$ cat src/rtl/tx_lane_scheduler_if.sv
// Handshake and transmitter-side bus between the data sources and the lane scheduler.
interface tx_lane_scheduler_if;
    logic        enb;
    logic        req8;
    logic        req16;
    logic        req32;
    logic [7:0]  din8;
    logic [15:0] din16;
    logic [31:0] din32;
    logic        ack8;
    logic        ack16;
    logic        ack32;
    logic [1:0]  dataS;
    logic [7:0]  dataIn;
    logic [15:0] dataIn16;
    logic [31:0] dataIn32;
    logic        K;
    logic        busy;

    // Source side: drives requests and data, receives grants and transmitter outputs.
    modport master (
        output enb, req8, req16, req32, din8, din16, din32,
        input  ack8, ack16, ack32, dataS, dataIn, dataIn16, dataIn32, K, busy
    );

    // Scheduler side.
    modport slave (
        input  enb, req8, req16, req32, din8, din16, din32,
        output ack8, ack16, ack32, dataS, dataIn, dataIn16, dataIn32, K, busy
    );
endinterface

$ cat src/rtl/tx_lane_scheduler.sv
// Round-robin width scheduler feeding the PCIe transmitter, with COM idle fill
// and periodic COM+SKP insertion at frame boundaries.
module tx_lane_scheduler #(
    parameter int unsigned SKIP_INTERVAL = 64,
    parameter logic [7:0]  COM           = 8'hBC,
    parameter logic [7:0]  SKP           = 8'h1C
) (
    input logic              clk,
    input logic              rst,
    tx_lane_scheduler_if.slave bus
);

    localparam int unsigned CNT_W = (SKIP_INTERVAL > 1) ? $clog2(SKIP_INTERVAL) : 1;
    localparam logic [CNT_W-1:0] CNT_MAX = CNT_W'(SKIP_INTERVAL - 1);

    typedef enum logic [1:0] {ST_IDLE = 2'd0, ST_SEND = 2'd1, ST_SKIP = 2'd2} state_e;
    typedef enum logic [1:0] {W8 = 2'd0, W16 = 2'd1, W32 = 2'd2} width_e;

    state_e           state_q, state_d;
    width_e           last_q, last_d;
    logic [1:0]       rem_q, rem_d;
    logic             slot_q, slot_d;
    logic [CNT_W-1:0] cnt_q, cnt_d;
    logic             pend_q, pend_d;

    logic [1:0]       data_s_q, data_s_d;
    logic [7:0]       data_in_q, data_in_d;
    logic [15:0]      data_in16_q, data_in16_d;
    logic [31:0]      data_in32_q, data_in32_d;
    logic             k_q, k_d;
    logic             busy_q, busy_d;

    logic             bnd_c;
    logic             gnt_valid_c;
    width_e           gnt_w_c;
    logic             take_grant_c;

    // Round-robin pick: first requester after the last winner in 8->16->32 order.
    always_comb begin
        gnt_w_c     = W8;
        gnt_valid_c = bus.req8 | bus.req16 | bus.req32;
        case (last_q)
            W8: begin
                if (bus.req16)      gnt_w_c = W16;
                else if (bus.req32) gnt_w_c = W32;
                else                gnt_w_c = W8;
            end
            W16: begin
                if (bus.req32)      gnt_w_c = W32;
                else if (bus.req8)  gnt_w_c = W8;
                else                gnt_w_c = W16;
            end
            default: begin
                if (bus.req8)       gnt_w_c = W8;
                else if (bus.req16) gnt_w_c = W16;
                else                gnt_w_c = W32;
            end
        endcase
    end

    // Boundary detection, next state, slot/skip counters and grant decision.
    always_comb begin
        state_d      = state_q;
        last_d       = last_q;
        rem_d        = rem_q;
        slot_d       = slot_q;
        cnt_d        = cnt_q;
        pend_d       = pend_q;
        take_grant_c = 1'b0;

        bnd_c = (state_q == ST_IDLE) ||
                (state_q == ST_SEND && rem_q == 2'd0) ||
                (state_q == ST_SKIP && slot_q);

        if (bus.enb) begin
            if (state_q == ST_SEND && rem_q != 2'd0) rem_d = rem_q - 2'd1;
            if (state_q == ST_SKIP) slot_d = 1'b1;

            if (bnd_c) begin
                if (pend_q) begin
                    state_d = ST_SKIP;
                    slot_d  = 1'b0;
                    pend_d  = 1'b0;
                end else if (gnt_valid_c) begin
                    take_grant_c = 1'b1;
                    state_d      = ST_SEND;
                    last_d       = gnt_w_c;
                    case (gnt_w_c)
                        W8:      rem_d = 2'd0;
                        W16:     rem_d = 2'd1;
                        default: rem_d = 2'd3;
                    endcase
                end else begin
                    state_d = ST_IDLE;
                end
            end

            // A newly expiring interval always leaves a skip pending.
            if (cnt_q == CNT_MAX) begin
                cnt_d  = '0;
                pend_d = 1'b1;
            end else begin
                cnt_d = cnt_q + CNT_W'(1);
            end
        end
    end

    // Grants and next values of the registered transmitter outputs.
    always_comb begin
        data_s_d    = data_s_q;
        data_in_d   = data_in_q;
        data_in16_d = data_in16_q;
        data_in32_d = data_in32_q;
        k_d         = k_q;
        busy_d      = busy_q;

        bus.ack8  = rst & take_grant_c & (gnt_w_c == W8);
        bus.ack16 = rst & take_grant_c & (gnt_w_c == W16);
        bus.ack32 = rst & take_grant_c & (gnt_w_c == W32);

        if (bus.enb) begin
            if (take_grant_c) begin
                k_d      = 1'b0;
                busy_d   = 1'b1;
                data_s_d = gnt_w_c;
                case (gnt_w_c)
                    W8:      data_in_d   = bus.din8;
                    W16:     data_in16_d = bus.din16;
                    default: data_in32_d = bus.din32;
                endcase
            end else begin
                case (state_d)
                    ST_IDLE: begin
                        k_d       = 1'b1;
                        busy_d    = 1'b0;
                        data_s_d  = 2'b00;
                        data_in_d = COM;
                    end
                    ST_SKIP: begin
                        k_d       = 1'b1;
                        busy_d    = 1'b1;
                        data_s_d  = 2'b00;
                        data_in_d = slot_d ? SKP : COM;
                    end
                    default: ;
                endcase
            end
        end
    end

    // State and output registers with synchronous active-low reset.
    always_ff @(posedge clk) begin
        if (!rst) begin
            state_q     <= ST_IDLE;
            last_q      <= W32;
            rem_q       <= 2'd0;
            slot_q      <= 1'b0;
            cnt_q       <= '0;
            pend_q      <= 1'b0;
            data_s_q    <= 2'b00;
            data_in_q   <= COM;
            data_in16_q <= 16'h0;
            data_in32_q <= 32'h0;
            k_q         <= 1'b1;
            busy_q      <= 1'b0;
        end else begin
            state_q     <= state_d;
            last_q      <= last_d;
            rem_q       <= rem_d;
            slot_q      <= slot_d;
            cnt_q       <= cnt_d;
            pend_q      <= pend_d;
            data_s_q    <= data_s_d;
            data_in_q   <= data_in_d;
            data_in16_q <= data_in16_d;
            data_in32_q <= data_in32_d;
            k_q         <= k_d;
            busy_q      <= busy_d;
        end
    end

    assign bus.dataS    = data_s_q;
    assign bus.dataIn   = data_in_q;
    assign bus.dataIn16 = data_in16_q;
    assign bus.dataIn32 = data_in32_q;
    assign bus.K        = k_q;
    assign bus.busy     = busy_q;

endmodule

$ cat src/flat_wrapper.sv
// flat-port wrapper written by rule: the top's interface ports become plain ports
module tx_lane_scheduler_flat 
#(
    parameter int unsigned SKIP_INTERVAL = 64,
    parameter logic [7:0]  COM           = 8'hBC,
    parameter logic [7:0]  SKP           = 8'h1C
)
  (clk, rst, bus_enb, bus_req8, bus_req16, bus_req32, bus_din8, bus_din16, bus_din32, bus_ack8, bus_ack16, bus_ack32, bus_dataS, bus_dataIn, bus_dataIn16, bus_dataIn32, bus_K, bus_busy);
  tx_lane_scheduler_if bus_i ();
  input logic clk;
  input logic rst;
  input wire logic [$bits(bus_i.enb)-1:0] bus_enb;
  input wire logic [$bits(bus_i.req8)-1:0] bus_req8;
  input wire logic [$bits(bus_i.req16)-1:0] bus_req16;
  input wire logic [$bits(bus_i.req32)-1:0] bus_req32;
  input wire logic [$bits(bus_i.din8)-1:0] bus_din8;
  input wire logic [$bits(bus_i.din16)-1:0] bus_din16;
  input wire logic [$bits(bus_i.din32)-1:0] bus_din32;
  output wire logic [$bits(bus_i.ack8)-1:0] bus_ack8;
  output wire logic [$bits(bus_i.ack16)-1:0] bus_ack16;
  output wire logic [$bits(bus_i.ack32)-1:0] bus_ack32;
  output wire logic [$bits(bus_i.dataS)-1:0] bus_dataS;
  output wire logic [$bits(bus_i.dataIn)-1:0] bus_dataIn;
  output wire logic [$bits(bus_i.dataIn16)-1:0] bus_dataIn16;
  output wire logic [$bits(bus_i.dataIn32)-1:0] bus_dataIn32;
  output wire logic [$bits(bus_i.K)-1:0] bus_K;
  output wire logic [$bits(bus_i.busy)-1:0] bus_busy;
  assign bus_i.enb = bus_enb;
  assign bus_i.req8 = bus_req8;
  assign bus_i.req16 = bus_req16;
  assign bus_i.req32 = bus_req32;
  assign bus_i.din8 = bus_din8;
  assign bus_i.din16 = bus_din16;
  assign bus_i.din32 = bus_din32;
  assign bus_ack8 = bus_i.ack8;
  assign bus_ack16 = bus_i.ack16;
  assign bus_ack32 = bus_i.ack32;
  assign bus_dataS = bus_i.dataS;
  assign bus_dataIn = bus_i.dataIn;
  assign bus_dataIn16 = bus_i.dataIn16;
  assign bus_dataIn32 = bus_i.dataIn32;
  assign bus_K = bus_i.K;
  assign bus_busy = bus_i.busy;
  tx_lane_scheduler #(.SKIP_INTERVAL(SKIP_INTERVAL), .COM(COM), .SKP(SKP)) u_core (.clk(clk), .rst(rst), .bus(bus_i));
endmodule
$ cat config.mk
export PLATFORM = sky130hd
export DESIGN_NAME = tx_lane_scheduler_flat
export DESIGN_NICKNAME = d
export VERILOG_FILES = /design/src/rtl/tx_lane_scheduler_if.sv /design/src/rtl/tx_lane_scheduler.sv /design/src/flat_wrapper.sv
export SDC_FILE = /design/constraint.sdc
export NUM_CORES = 1
export LEC_CHECK = 0
export ABC_AREA = 1
export CORE_MARGIN = 1.5
export CORE_UTILIZATION = 36
export CTS_BUF_LIST = sky130_fd_sc_hd__clkbuf_8
export DETAILED_ROUTE_END_ITERATION = 8
export PLACE_DENSITY = 0.75
export SETUP_SLACK_MARGIN = 0.3
export SYNTH_ARGS = -nofsm -noshare
export SYNTH_HDL_FRONTEND = slang
export SYNTH_SLANG_ARGS = --single-unit
$ cat constraint.sdc
create_clock -name clk -period 2 [get_ports clk]
set_input_delay 0.4 -clock clk [delete_from_list [all_inputs] [get_ports clk]]
set_output_delay 0.4 -clock clk [all_outputs]
set_load 0.01 [all_outputs]
==> results.sh <==
export IMPL_end_kind="output port"
export IMPL_worstPathRequired_ps=1600
export IMPL_maxCapViolations=0
export IMPL_cpLargestDelayFamily="flip-flops"
export IMPL_layout_min_cycle_time_ps=1990
export IMPL_fmax_mhz=501
export IMPL_setup_worst_path_start_class="register"
export IMPL_grt_pass1_vias=2890
export IMPL_timing_hold_ws_ps=452
export IMPL_slew_headroom=0.757
export IMPL_rows=32
export IMPL_synth_top_area_cell="dfxtp_1"
export IMPL_synthArstFlopShare=0
export IMPL_tns_ps=0
export IMPL_syn_inst=392
export IMPL_worstPathCellList="inv_2 -> ha_4 -> inv_2 -> nand2_2 -> nand2_4 -> a21oi_4 -> buf_6 -> nand3_4 -> nor2_4 -> buf_6"
export IMPL_crit_arrival_ps=1590
export IMPL_hold_viol=0
export IMPL_finalWeightedCongestion=0.872
export IMPL_grt_pass1_wl_um=12800
export IMPL_synth_nets=456
export IMPL_fin_nets=609
export IMPL_drt_total_wl_um=8450
export IMPL_cp_num_buf_inv=4
export IMPL_core_mm2=0.00785
export IMPL_synth_area_leaders="dfxtp_1 (50%), nand2_1 (17%), nor2_1 (6.7%), o21ai_0 (3.9%), nand2_2 (3.0%)"
export IMPL_cts_tree="yes"
export IMPL_boundaryPins=125
export IMPL_finalSetupViolCount=0
export IMPL_grt_usage=0.185
export IMPL_ys_seq_area_frac=0.501
export IMPL_r2r_setup_slack_ps=210
export IMPL_synth_top_area_frac=0.501
export IMPL_rsz0062_at_grt="true"
export IMPL_dieArea_mm2=0.00876
export IMPL_die_x_um=93.6
export IMPL_drt_pass1_iterations=4
export IMPL_detail_route_antenna_nets=0
export IMPL_die_h_um=93.6
export IMPL_cts_root_buf="clkbuf_8"
export IMPL_placed_area_mm2=0.00442
export IMPL_hpwl_um=5650
export IMPL_design_area_mm2=0.00493
export IMPL_synth_seq_cells=74
export IMPL_portBuffers=124
export IMPL_outcome="completed"
export IMPL_drtIter0Drc=116
export IMPL_drv_slew=0
export IMPL_fin_skew_ps=11.0
export IMPL_clock_path_buffers=2
export IMPL_clk_insertion_delay_late_ps=350
export IMPL_drive_gt1_frac=0.205
export IMPL_routed_via_density=4.59
export IMPL_synth_ff_type="dfxtp_1"
export IMPL_cts_sinks=74
export IMPL_power_leakage_nw=2.18
export IMPL_place_ws_ps=-571
export IMPL_tightest_slew_ps=365
export IMPL_overflow=0
export IMPL_yosysUniqueCellTypes=36
export IMPL_hold_class="register to register"
export IMPL_total_power_mw=3.74
export IMPL_diodes=0
export IMPL_h_tree_depth=3
export IMPL_setup_ws_ps=5.00
export IMPL_cp_max_fo=2
export IMPL_cts_buffers=9
export IMPL_vias=2991
export IMPL_start_util=0.377
export IMPL_crit_type="register to output port"
export IMPL_syn_area_mm2=0.00296
export IMPL_clk_pin_slew_worst_paths_ps=70
export IMPL_wl_per_cell_um=13.0
export IMPL_cp_slowest_stage_delay_ps=330
export IMPL_grt_start_max_net_pins=33
export IMPL_yosysWarningCount=0
export IMPL_syn_avg_cell_area_um2=7.54
export IMPL_fin_crit_sh=0.997
export IMPL_slowest_stage="dfxtp_2"
export IMPL_area_delta_synth_final_pct=66.9
export IMPL_power_density_mw_per_mm2=757
export IMPL_max_vdd_ir_drop_mv=0.344
export IMPL_synth_edf_count=0
export IMPL_grt_antenna_before_repair=0
export IMPL_drc_errors=0
==> cells in the final DEF, fill, tap and decap left out, types with 2 or more instances in the layout <==
cell type,count
nor2_2,2
nor2_4,2
inv_1,15
nand4_1,2
xor2_1,2
clkdlybuf4s50_1,116
a21oi_2,3
dlymetal6s2s_1,2
o21ai_1,4
nand2_4,2
buf_6,8
nor3_1,2
a21oi_1,7
nor3b_1,2
bufinv_16,2
nand3_4,3
nand2_1,131
nand3_1,14
clkinv_2,2
or2_2,2
dfxtp_2,2
o211ai_1,2
buf_4,23
inv_2,7
dlygate4sd2_1,3
inv_4,3
o21ai_2,13
dfxtp_1,72
nor2_1,52
o21ai_0,7
clkbuf_8,10
nand2_2,14
buf_12,3
==> sequential cells by signal, summed over array words and instances, names as in the netlist, 2 cells and up <==
register / count
u_core.bus.dataIn32: 32
u_core.bus.dataIn16: 16
u_core.bus.dataIn: 8
u_core.cnt_q: 6
u_core.bus.dataS: 2
u_core.last_q: 2
u_core.rem_q: 2
u_core.state_q: 2
==> per-layer routing <==
| layer | GRT usage | up-vias | part of all wire |
|---|---|---|---|
| met5 | 0 | - | 0 |
| met4 | 0.0858 | 0 | 0.022 |
| met3 | 0.0545 | 18 | 0.061 |
| met2 | 0.320 | 85 | 0.50 |
| met1 | 0.209 | 1355 | 0.42 |
| li1 | - | 1533 | - |
==> per-stage QoR <==
step | util | std cells
after floorplan | - | 392
after global placement | 0.563 | 627
after detailed placement | 0.563 | 627
after CTS | 0.608 | 649
after global routing | 0.629 | 652
final | 0.629 | 652
==> cells in the mapped netlist (3+ instances only) <==
master / number
or2_2: 3
nor3_1: 3
inv_1: 18
nand2_2: 14
buf_6: 3
nand2_1: 132
buf_2: 6
nor2_1: 53
inv_2: 5
nand3_1: 15
dfxtp_1: 74
o21ai_0: 23
a21oi_1: 10
==> layout make-up <==
cell class | count | area [µm²]
sequential | 74 | 1480
clock buffer | 10 | 138
multi-input combinational | 276 | 1380
inverter | 26 | 123
tap | 102 | 128
clock inverter | 6 | 81.3
timing repair buffer | 158 | 1600
fill | 665 | 2910
==> report_power, final <==
part | switching, mW | leakage, nW | internal [mW]
combinational | 0.378 | 1.46 | 0.459
clock | 0.545 | 0.113 | 0.727
sequential | 0.0552 | 0.605 | 1.57
total | 0.978 | 2.18 | 2.76
==> timing repair <==
| action | CTS | global route |
|---|---|---|
| pin swaps | 4 | 3 |
| buffers inserted | 4 | 2 |
| resized for setup | 48 | 38 |
| setup endpoints to repair | 59 | 66 |
| gates cloned | 2 | 1 |
| hold buffers | 0 | 0 |
==> worst paths after layout <==
| check | cells past startpoint | to | from |
|---|---|---|---|
| worst min-delay path | 2 | u_core.bus.dataIn32[5]$_SDFFE_PN0P_ | u_core.bus.dataIn32[5]$_SDFFE_PN0P_ |
| worst min register to register | 2 | u_core.bus.dataIn32[5]$_SDFFE_PN0P_ | u_core.bus.dataIn32[5]$_SDFFE_PN0P_ |
| worst max-delay path | 10 | bus_ack16 | u_core.rem_q[0]$_SDFFE_PN0P_ |
| worst max register to register | 15 | u_core.bus.dataIn[1]$_SDFFE_PN0P_ | u_core.rem_q[0]$_SDFFE_PN0P_ |
==> tightest hold or removal path, stage by stage (launching register included) <==
cell	delay, ps
dfxtp_1	310
nand2_1	60
nand2_1	40
==> cells by family after synthesis <==
kind of cell,synth area share
AO/OA/AOI/OAI,0.0703
flip-flops,0.501
XOR/XNOR,0.00593
adder cells (fa/ha/maj),0.00847
buffers and inverters,0.0724
AND/OR/NAND/NOR,0.342
Note: power is estimated with default switching activity, not from simulation.
